===== src/rtl/class_argmax_scanner_pkg.sv =====
// Shared definitions for the class argmax scanner: default sizes, index-width
// helper and FSM state encoding.
package class_argmax_scanner_pkg;

    localparam int unsigned DEFAULT_VALUE_SIZE = 26;
    localparam int unsigned DEFAULT_N          = 10;

    // Ceiling log2, with a minimum of 1 bit so the index is never zero-width
    function automatic int unsigned clog2(input int unsigned v);
        int unsigned r;
        r = 1;
        for (int unsigned i = 1; i < 32; i++) begin
            if ((32'd1 << i) < v) begin
                r = i + 1;
            end
        end
        return r;
    endfunction

    typedef enum logic [1:0] {
        ST_IDLE = 2'd0,
        ST_SCAN = 2'd1,
        ST_DONE = 2'd2
    } state_e;

endpackage


===== src/rtl/class_argmax_scanner_score_compare.sv =====
// Signed candidate-versus-best select; ties keep the current best, so the
// earlier index wins.
module score_compare
    import class_argmax_scanner_pkg::*;
#(
    parameter int unsigned VALUE_SIZE = DEFAULT_VALUE_SIZE,
    parameter int unsigned IDX_W      = clog2(DEFAULT_N)
) (
    input  logic [VALUE_SIZE-1:0] cand_val,
    input  logic [IDX_W-1:0]      cand_idx,
    input  logic [VALUE_SIZE-1:0] best_val,
    input  logic [IDX_W-1:0]      best_idx,
    output logic [VALUE_SIZE-1:0] next_val_c,
    output logic [IDX_W-1:0]      next_idx_c
);

    logic cand_wins;

    assign cand_wins = $signed(cand_val) > $signed(best_val);

    always_comb begin
        next_val_c = best_val;
        next_idx_c = best_idx;
        if (cand_wins) begin
            next_val_c = cand_val;
            next_idx_c = cand_idx;
        end
    end

endmodule


===== src/rtl/class_argmax_scanner.sv =====
// Captures one packed score vector, scans it one score per cycle and returns
// the index and value of the largest signed score on a valid/ready handshake.
module class_argmax_scanner
    import class_argmax_scanner_pkg::*;
#(
    parameter  int unsigned N          = DEFAULT_N,
    parameter  int unsigned VALUE_SIZE = DEFAULT_VALUE_SIZE,
    localparam int unsigned IDX_W      = clog2(N)
) (
    input  logic                    clk,
    input  logic                    GlobalReset,
    input  logic [VALUE_SIZE*N-1:0] value_in,
    input  logic                    in_valid,
    output logic                    in_ready,
    output logic [IDX_W-1:0]        class_out,
    output logic [VALUE_SIZE-1:0]   max_value,
    output logic                    out_valid,
    input  logic                    out_ready
);

    state_e                  state_q, state_d;
    logic [IDX_W-1:0]        cnt_q, cnt_d;
    logic [VALUE_SIZE*N-1:0] vec_q, vec_d;
    logic [IDX_W-1:0]        best_idx_q, best_idx_d;
    logic [VALUE_SIZE-1:0]   best_val_q, best_val_d;
    logic [IDX_W-1:0]        class_q, class_d;
    logic [VALUE_SIZE-1:0]   max_q, max_d;
    logic                    out_valid_q, out_valid_d;

    logic [VALUE_SIZE-1:0]   score_sel;
    logic [VALUE_SIZE-1:0]   cmp_val;
    logic [IDX_W-1:0]        cmp_idx;
    logic                    last_score;

    // Ready depends on state only, so upstream may wait on it without a loop
    assign in_ready  = (state_q == ST_IDLE) && !GlobalReset;
    assign class_out = class_q;
    assign max_value = max_q;
    assign out_valid = out_valid_q;

    // N:1 score mux on the scan counter
    always_comb begin
        score_sel = '0;
        for (int unsigned j = 0; j < N; j++) begin
            if (cnt_q == IDX_W'(j)) begin
                score_sel = vec_q[j*VALUE_SIZE +: VALUE_SIZE];
            end
        end
    end

    score_compare #(
        .VALUE_SIZE (VALUE_SIZE),
        .IDX_W      (IDX_W)
    ) u_score_compare (
        .cand_val   (score_sel),
        .cand_idx   (cnt_q),
        .best_val   (best_val_q),
        .best_idx   (best_idx_q),
        .next_val_c (cmp_val),
        .next_idx_c (cmp_idx)
    );

    assign last_score = (cnt_q == IDX_W'(N - 1));

    // Next-state and datapath update
    always_comb begin
        state_d     = state_q;
        cnt_d       = cnt_q;
        vec_d       = vec_q;
        best_idx_d  = best_idx_q;
        best_val_d  = best_val_q;
        class_d     = class_q;
        max_d       = max_q;
        out_valid_d = out_valid_q;

        case (state_q)
            ST_IDLE: begin
                if (in_valid) begin
                    vec_d      = value_in;
                    best_idx_d = '0;
                    best_val_d = value_in[VALUE_SIZE-1:0];
                    cnt_d      = IDX_W'(1);
                    state_d    = ST_SCAN;
                end
            end
            ST_SCAN: begin
                best_idx_d = cmp_idx;
                best_val_d = cmp_val;
                cnt_d      = cnt_q + IDX_W'(1);
                if (last_score) begin
                    class_d     = cmp_idx;
                    max_d       = cmp_val;
                    out_valid_d = 1'b1;
                    cnt_d       = '0;
                    state_d     = ST_DONE;
                end
            end
            ST_DONE: begin
                if (out_ready) begin
                    out_valid_d = 1'b0;
                    state_d     = ST_IDLE;
                end
            end
            default: begin
                out_valid_d = 1'b0;
                cnt_d       = '0;
                state_d     = ST_IDLE;
            end
        endcase
    end

    always_ff @(posedge clk) begin
        if (GlobalReset) begin
            state_q     <= ST_IDLE;
            cnt_q       <= '0;
            vec_q       <= '0;
            best_idx_q  <= '0;
            best_val_q  <= '0;
            class_q     <= '0;
            max_q       <= '0;
            out_valid_q <= 1'b0;
        end else begin
            state_q     <= state_d;
            cnt_q       <= cnt_d;
            vec_q       <= vec_d;
            best_idx_q  <= best_idx_d;
            best_val_q  <= best_val_d;
            class_q     <= class_d;
            max_q       <= max_d;
            out_valid_q <= out_valid_d;
        end
    end

endmodule


===== config.mk =====
export PLATFORM = sky130hd
export DESIGN_NAME = class_argmax_scanner
export DESIGN_NICKNAME = d
export VERILOG_FILES = /design/src/rtl/class_argmax_scanner_pkg.sv /design/src/rtl/class_argmax_scanner_score_compare.sv /design/src/rtl/class_argmax_scanner.sv
export SDC_FILE = /design/constraint.sdc
export NUM_CORES = 1
export LEC_CHECK = 0
export CORE_MARGIN = 1.5
export CORE_UTILIZATION = 50
export CTS_CLUSTER_SIZE = 14
export DETAILED_ROUTE_END_ITERATION = 10
export PLACE_DENSITY = 0.77
export SYNTH_ARGS = -nofsm -noshare
export SYNTH_HDL_FRONTEND = slang
export SYNTH_SLANG_ARGS = --single-unit

===== constraint.sdc =====
create_clock -name clk -period 4.8 [get_ports clk]
set_input_delay 0.96 -clock clk [delete_from_list [all_inputs] [get_ports clk]]
set_output_delay 0.96 -clock clk [all_outputs]
set_load 0.01 [all_outputs]

==> impl_metrics.env, run 1 <==
export IMPL_netlist_instances=1930
export IMPL_cts_root_buf="clkbuf_16"
export IMPL_report_final_hold_viol_count=0
export IMPL_whs_path_depth=2
export IMPL_postCtsHoldBufs=0
export IMPL_dp_hpwl_um=39300
export IMPL_hold_end="vec_q[112]"
export IMPL_grt_total_usage=0.332
export IMPL_die_w_um=178
export IMPL_crit_path_end_kind="flop"
export IMPL_grt_pass1_wl_um=80000
export IMPL_cts_resized=0
export IMPL_grt_use_met3=0.0699
export IMPL_post_cts_setup_buffers=0
export IMPL_areaGrowthSynthToFinish_pct=28.4
export IMPL_met2_usage=0.520
export IMPL_p_seq_frac=0.417
export IMPL_synth_ff_latch_count=327
export IMPL_cp_common_cell="buf_4"
export IMPL_r2r_cells=14
export IMPL_hold_class="reg2reg"
export IMPL_yosysUniqueCellTypes=71
export IMPL_wire_per_inst_um=21.1
export IMPL_die_h_um=178
export IMPL_status="completed"
export IMPL_core_sq_um=30000
export IMPL_place_gp_congestion=0.959
export IMPL_port_buffers=295
export IMPL_async_flop_share=0
export IMPL_drive_above_1_share=0.0747
export IMPL_postLayoutCoreUtil=0.658
export IMPL_fill_cells=2567
export IMPL_regToRegStartpoint="cnt_q[0]"
export IMPL_clk_latency_ns=0.52
export IMPL_routed_wirelength_um=54000
export IMPL_worstPathBufferInverterCount=3
export IMPL_vdd_ir_drop_max_uv=217
export IMPL_yosysWarnings=0
export IMPL_antenna_found_initial=2
export IMPL_via_per_inst=5.84
export IMPL_h_tree_depth=2
export IMPL_cts_buffer_depth=3
export IMPL_syn_area_sq_um=15400
export IMPL_drtPass1Iterations=6
export IMPL_period_share=0.927
export IMPL_final_net_count=2432
export IMPL_crit_slowest_cell="nor4b_2"
export IMPL_top_usage_layer="met2"
export IMPL_cts_tree="done"
export IMPL_synth_avg_cell_area_sq_um=7.96
export IMPL_cts_sinks=327
export IMPL_critPathKind="reg2reg"
export IMPL_rows=63
export IMPL_start_util=0.513
export IMPL_p_sw_w=0.00208
export IMPL_intPower_w=0.00511
export IMPL_startpoint_type="flop"
export IMPL_io_pins=296
export IMPL_ant_nets=0
export IMPL_crit_chain="nor4b_2 -> a222oi_1 -> buf_4 -> a21boi_0 -> o21ai_0 -> ha_1 -> and4_1 -> and4_1 -> nand4b_1 -> and3_1 -> buf_4 -> o21ai_1 -> buf_4 -> a2111oi_0"
export IMPL_min_from="vec_q[112]"
export IMPL_maxSlewViolCount=0
export IMPL_setup_tns_ns=0
export IMPL_max_stage_delay_ns=0.85
export IMPL_timing_fmax_ghz=0.225
export IMPL_vias=14946
export IMPL_power_frac_comb=0.193
export IMPL_whs_ns=0.452
export IMPL_grt_overflow=0
export IMPL_synth_top_cell_by_area="dfxtp_1"
export IMPL_cts_inserted_buffers=36
export IMPL_placement_cell_area_sq_um=18500
export IMPL_finalSetupViolations=0
export IMPL_ys_seq_area_frac=0.426
export IMPL_syn_num_nets=2220
export IMPL_worst_clock_skew_ns=0.0159
export IMPL_switching_share=0.289
export IMPL_r2r_slack_ns=0.35
export IMPL_synth_edf_count=0
export IMPL_reg2reg_to="class_out[2]"
export IMPL_rsz0062_at_grt="no"
export IMPL_crit_arrival_ns=4.83
export IMPL_synth_area_leaders="dfxtp_1 43%, nand2_1 15%, a21oi_1 9.9%, clkbuf_1 2.8%, mux2i_1 2.3%"
export IMPL_cpLargestDelayFamily="simple AND/OR/NAND/NOR gates"
export IMPL_instances_no_fill=2558
export IMPL_worst_pin_slew_ns=1.14
export IMPL_max_slew_margin_rel=0.239
export IMPL_grt_pass1_vias=13999
export IMPL_place_inst=2494
export IMPL_power_density_nw_per_um2=365
export IMPL_pwr_share_clk=0.390
export IMPL_diodes=0
export IMPL_dieArea_sq_um=31800
export IMPL_grt_start_max_net_pins=109
export IMPL_worst_ep_required_time_ns=5.17
export IMPL_drcViolationCount=0
export IMPL_crit_path_max_fanout=26
export IMPL_total_leakage_power_nw=7.11
export IMPL_cap_violations=0
export IMPL_finalCriticalPeriod_ns=4.45
export IMPL_gr_usage_met1=0.441
export IMPL_final_area_sq_um=19700
export IMPL_synth_top_cell_area_share=0.426
export IMPL_drtIter0Drc=1763
export IMPL_path_clk_slew_ns=0.06
export IMPL_synth_top_flop_cell="dfxtp_1"
[metal layers]
| layer | vias to the layer above | wire, um |
|---|---|---|
| met1 | 6939 | 22800 |
| met2 | 730 | 23800 |
| met3 | 117 | 4900 |
| met4 | 2 | 2390 |
| li1 | 7158 | - |
| met5 | - | 13 |
[worst min-delay path, stage by stage, from the launching register on]
cell and delay [ns]:
dfxtp_1 0.31, nand2_1 0.05, a21oi_1 0.05
[final cells by class]
cell class              count  area, sq um  area share
flip-flops and latches    327         6550       0.332
multi-input cells        1388         7910       0.401
clock inverters             7          125     0.00635
repair buffers            343         3390       0.172
inverters                  46          173     0.00876
well taps                 390          488      0.0248
clock buffers              57         1070      0.0543
[state kept, by name, indices dropped and copies added (netlist names)]
signal / count
class_out: 4
cnt_q: 4
best_val_q: 26
out_valid: 1
max_value: 26
state_q: 2
best_idx_q: 4
vec_q: 260
[metrics by stage]
step                power (W)  setup WS, ns
global placement      0.00438         0.587
CTS                   0.00717         0.384
detailed placement    0.00440         0.432
global route          0.00744        0.0651
floorplan             0.00381          1.23
finish                0.00719         0.350
[cells by family (layout without fill, tap and decap cells)]
kind of cell | count (synthesis) | after routing | share of synthesized area
AOI/OAI and AO/OA | 564 | 564 | 0.242
adders and majority gates | 26 | 26 | 0.0212
xor gates and xnor gates | 1 | 1 | 0.000571
buffers and inverters | 215 | 453 | 0.0594
muxes | 69 | 69 | 0.0594
DFF | 327 | 327 | 0.426
and+or+nand+nor | 728 | 728 | 0.191
[power by group through the flow]
stage          clock network [W]  logic, W  registers (W)
2_1_floorplan                  0  0.000820        0.00299
3_3_place_gp                   0   0.00134        0.00305
3_5_place_dp                   0   0.00135        0.00305
4_1_cts                  0.00282   0.00136        0.00299
5_1_grt                  0.00295   0.00149        0.00301
6_report                 0.00281   0.00139        0.00300
[cell usage after synthesis, types with 13 or more instances]
cell         n
nand2_1    600
a21oi_1    303
mux4_2      16
dfxtp_1    327
o211ai_1    28
buf_1       16
nor2_1      73
inv_1       45
clkbuf_1   115
o2111ai_1   24
o21bai_1    13
a211oi_1    14
ha_1        26
o221ai_1    14
o21ai_0     25
mux2i_1     36
mux2_2      17
buf_2       24
a311o_1     15
[worst max-delay path by stage]
| stage | slack, ns | startpoint | depth (start not counted) | endpoint |
|---|---|---|---|---|
| floorplan | 1.23 | cnt_q[0] | 15 | best_val_q[11] |
| global placement | 0.59 | cnt_q[0] | 12 | max_value[11] |
| detailed placement | 0.43 | cnt_q[0] | 14 | class_out[2] |
| CTS | 0.38 | cnt_q[0] | 14 | class_out[2] |
| global route | 0.07 | cnt_q[0] | 13 | class_out[2] |
| finish | 0.35 | cnt_q[0] | 14 | class_out[2] |
[cells in the final DEF, fill, tap and decap left out, types with 10 or more instances in the layout]
cell type and count:
a211oi_1 14, a21oi_1 302, o21ai_0 25, buf_4 42
ha_1 26, mux2i_1 36, mux2_2 17, o221ai_1 14
clkbuf_16 36, a311o_1 15, o21bai_1 13, nor2_1 72
o2111ai_1 24, nand2_1 599, mux4_2 16, o211ai_1 28
a222oi_1 10, clkdlybuf4s50_1 294, inv_1 45, clkbuf_1 12
nand2b_1 12, dfxtp_1 325, a22oi_1 10
No activity file was read; power rests on OpenSTA's default activity.
==> inputs of run 2 (changes only) <==
REMOVE_ABC_BUFFERS = 1   (was default)
==> run 2 against run 1 <==
  * Clock power rose by 3%
  * Clock skew rose by 0.0065 ns
  * Core utilization rose by 0.14 points
  * Critical path depth fell by 4
  * Final cell count fell by 0.20%
  * Sequential cell count did not move
  * Clock-buffer cell count fell by 12
  * Largest cell class unchanged
  * Largest power group unchanged
  * Highest routed layer is now met4
==> impl_metrics.env, run 2 (same netlist as run 1, synthesis figures left out) <==
export IMPL_grt_overflow=0
export IMPL_finalSetupViolations=0
export IMPL_grt_total_usage=0.291
export IMPL_via_per_inst=5.83
export IMPL_p_sw_w=0.00205
export IMPL_cts_root_buf="clkbuf_16"
export IMPL_postCtsHoldBufs=0
export IMPL_crit_path_max_fanout=27
export IMPL_post_cts_setup_buffers=0
export IMPL_layout_common_cells="599 x nand2_1, 323 x dfxtp_1, 302 x a21oi_1"
export IMPL_dp_hpwl_um=33200
export IMPL_intPower_w=0.00517
export IMPL_cts_buffer_depth=3
export IMPL_drtIter0Drc=1248
export IMPL_core_sq_um=30000
export IMPL_report_final_hold_viol_count=0
export IMPL_cts_tree="done"
export IMPL_maxSlewViolCount=0
export IMPL_fill_cells=2537
export IMPL_r2r_slack_ns=0.25
export IMPL_ant_nets=0
export IMPL_power_frac_comb=0.187
export IMPL_postLayoutCoreUtil=0.659
export IMPL_grt_pass1_wl_um=73200
export IMPL_critPathKind="reg2reg"
export IMPL_worstPathBufferInverterCount=0
export IMPL_diodes=0
export IMPL_max_slew_margin_rel=0.157
export IMPL_crit_path_end_kind="flop"
export IMPL_wire_per_inst_um=18.3
export IMPL_power_w=0.00722
export IMPL_worst_ep_required_time_ns=5.11
export IMPL_rows=63
export IMPL_drcViolationCount=0
export IMPL_cap_violations=0
export IMPL_grt_pass1_vias=13909
export IMPL_timing_fmax_ghz=0.220
export IMPL_routed_wirelength_um=46800
export IMPL_cpLargestDelayFamily="compound AO/OA/AOI/OAI gates"
export IMPL_worst_pin_slew_ns=1.26
export IMPL_regToRegStartpoint="cnt_q[0]"
export IMPL_die_w_um=178
export IMPL_h_tree_depth=2
export IMPL_vias=14892
export IMPL_switching_share=0.284
export IMPL_place_inst=2490
export IMPL_hold_class="reg2reg"
export IMPL_areaGrowthSynthToFinish_pct=28.7
export IMPL_period_share=0.947
export IMPL_port_buffers=295
export IMPL_clk_latency_ns=0.53
export IMPL_place_gp_congestion=0.942
export IMPL_dieArea_sq_um=31800
export IMPL_start_util=0.513
export IMPL_drive_above_1_share=0.0791
export IMPL_power_density_nw_per_um2=366
export IMPL_total_leakage_power_nw=7.12
export IMPL_final_area_sq_um=19800
export IMPL_max_stage_delay_ns=0.98
export IMPL_die_h_um=178
export IMPL_worst_clock_skew_ns=0.0225
export IMPL_cts_resized=0
export IMPL_io_pins=296
export IMPL_crit_arrival_ns=4.85
export IMPL_pre_cts_slack_ns=0.390
export IMPL_antenna_found_initial=0
export IMPL_path_clk_slew_ns=0.06
export IMPL_startpoint_type="flop"
export IMPL_layout_setup_ws_ns=0.254
export IMPL_grt_start_max_net_pins=136
export IMPL_min_from="vec_q[212]"
export IMPL_final_net_count=2429
export IMPL_startpoint="cnt_q[0]"
export IMPL_placement_cell_area_sq_um=18500
export IMPL_regMostFlops="vec_q"
export IMPL_cts_sinks=327
export IMPL_layout_commonest_cell="nand2_1"
export IMPL_cts_inserted_buffers=36
export IMPL_status="completed"
export IMPL_crit_slowest_cell="o21ai_2"
export IMPL_drtPass1Iterations=7
export IMPL_pwr_share_clk=0.400
export IMPL_p_seq_frac=0.413
export IMPL_rsz0062_at_grt="no"
export IMPL_largest_reg_flops=260
export IMPL_finalCriticalPeriod_ns=4.55
export IMPL_crit_chain="mux4_2 -> mux2_2 -> a222oi_1 -> ha_1 -> nor2b_1 -> o31ai_1 -> a2bb2oi_1 -> o21a_1 -> o21ai_2 -> a2111oi_0"
export IMPL_vdd_ir_drop_max_uv=239
export IMPL_instances_no_fill=2553
## run 2: cell count changes in the layout (fill, tap and decap cells not counted), moves of 2 or more
| cell | delta |
|---|---|
| clkbuf_1 | -9 |
| clkinv_2 | +3 |
| clkinvlp_4 | +4 |
| clkbuf_8 | -4 |
| buf_4 | -3 |
| bufinv_16 | +2 |
| dfxtp_1 | -2 |
| o21ai_2 | +2 |
| o21ai_1 | -2 |
## run 2: final timing paths
path                   to  cells past startpoint
min reg2reg    vec_q[212]                      2
max          class_out[2]                     10
min            vec_q[212]                      2
max reg2reg  class_out[2]                     10
## run 2: final cells by class
| type | count | area [sq um] | share of cell area |
|---|---|---|---|
| inverters | 46 | 173 | 0.00874 |
| well taps | 390 | 488 | 0.0247 |
| clock inverters | 17 | 239 | 0.0121 |
| clock buffers | 45 | 1010 | 0.0509 |
| repair buffers | 340 | 3370 | 0.170 |
| flip-flops and latches | 327 | 6560 | 0.332 |
| multi-input cells | 1388 | 7930 | 0.401 |
## run 2: power groups by stage
stage / logic [W] / registers, W / clock network (W)
detailed placement: 0.00132 / 0.00304 / 0
CTS: 0.00133 / 0.00298 / 0.00291
global route: 0.00146 / 0.00300 / 0.00304
floorplan: 0.000717 / 0.00302 / 0
finish: 0.00135 / 0.00298 / 0.00289
global placement: 0.00130 / 0.00303 / 0
## run 2: metrics by stage
stage	TNS, ns	hold slack [ns]
finish	0	0.452
global route	0	0.467
CTS	0	0.454
detailed placement	0	0.446
global placement	0	0.439
floorplan	-324.06	0.427
## run 2: layer usage
layer,global-route usage,vias up,routed length [um]
met2,0.454,641,21000
met3,0.0420,110,3460
met1,0.405,6984,20700
met5,0,-,0
met4,0.112,0,1660
li1,-,7157,-
## run 2: worst register-to-register path, cell delays in order (launching register included)
cell and delay, ns:
dfxtp_4 0.65, mux4_2 0.59, mux2_2 0.28, a222oi_1 0.53, ha_1 0.28, nor2b_1 0.05
o31ai_1 0.34, a2bb2oi_1 0.16, o21a_1 0.21, o21ai_2 0.98, a2111oi_0 0.27
==> inputs of run 3 (changes only) <==
SKIP_LAST_GASP = 1   (was default)
==> results of run 3 <==
Final layout, timing and power as in run 2 (identical DEF).
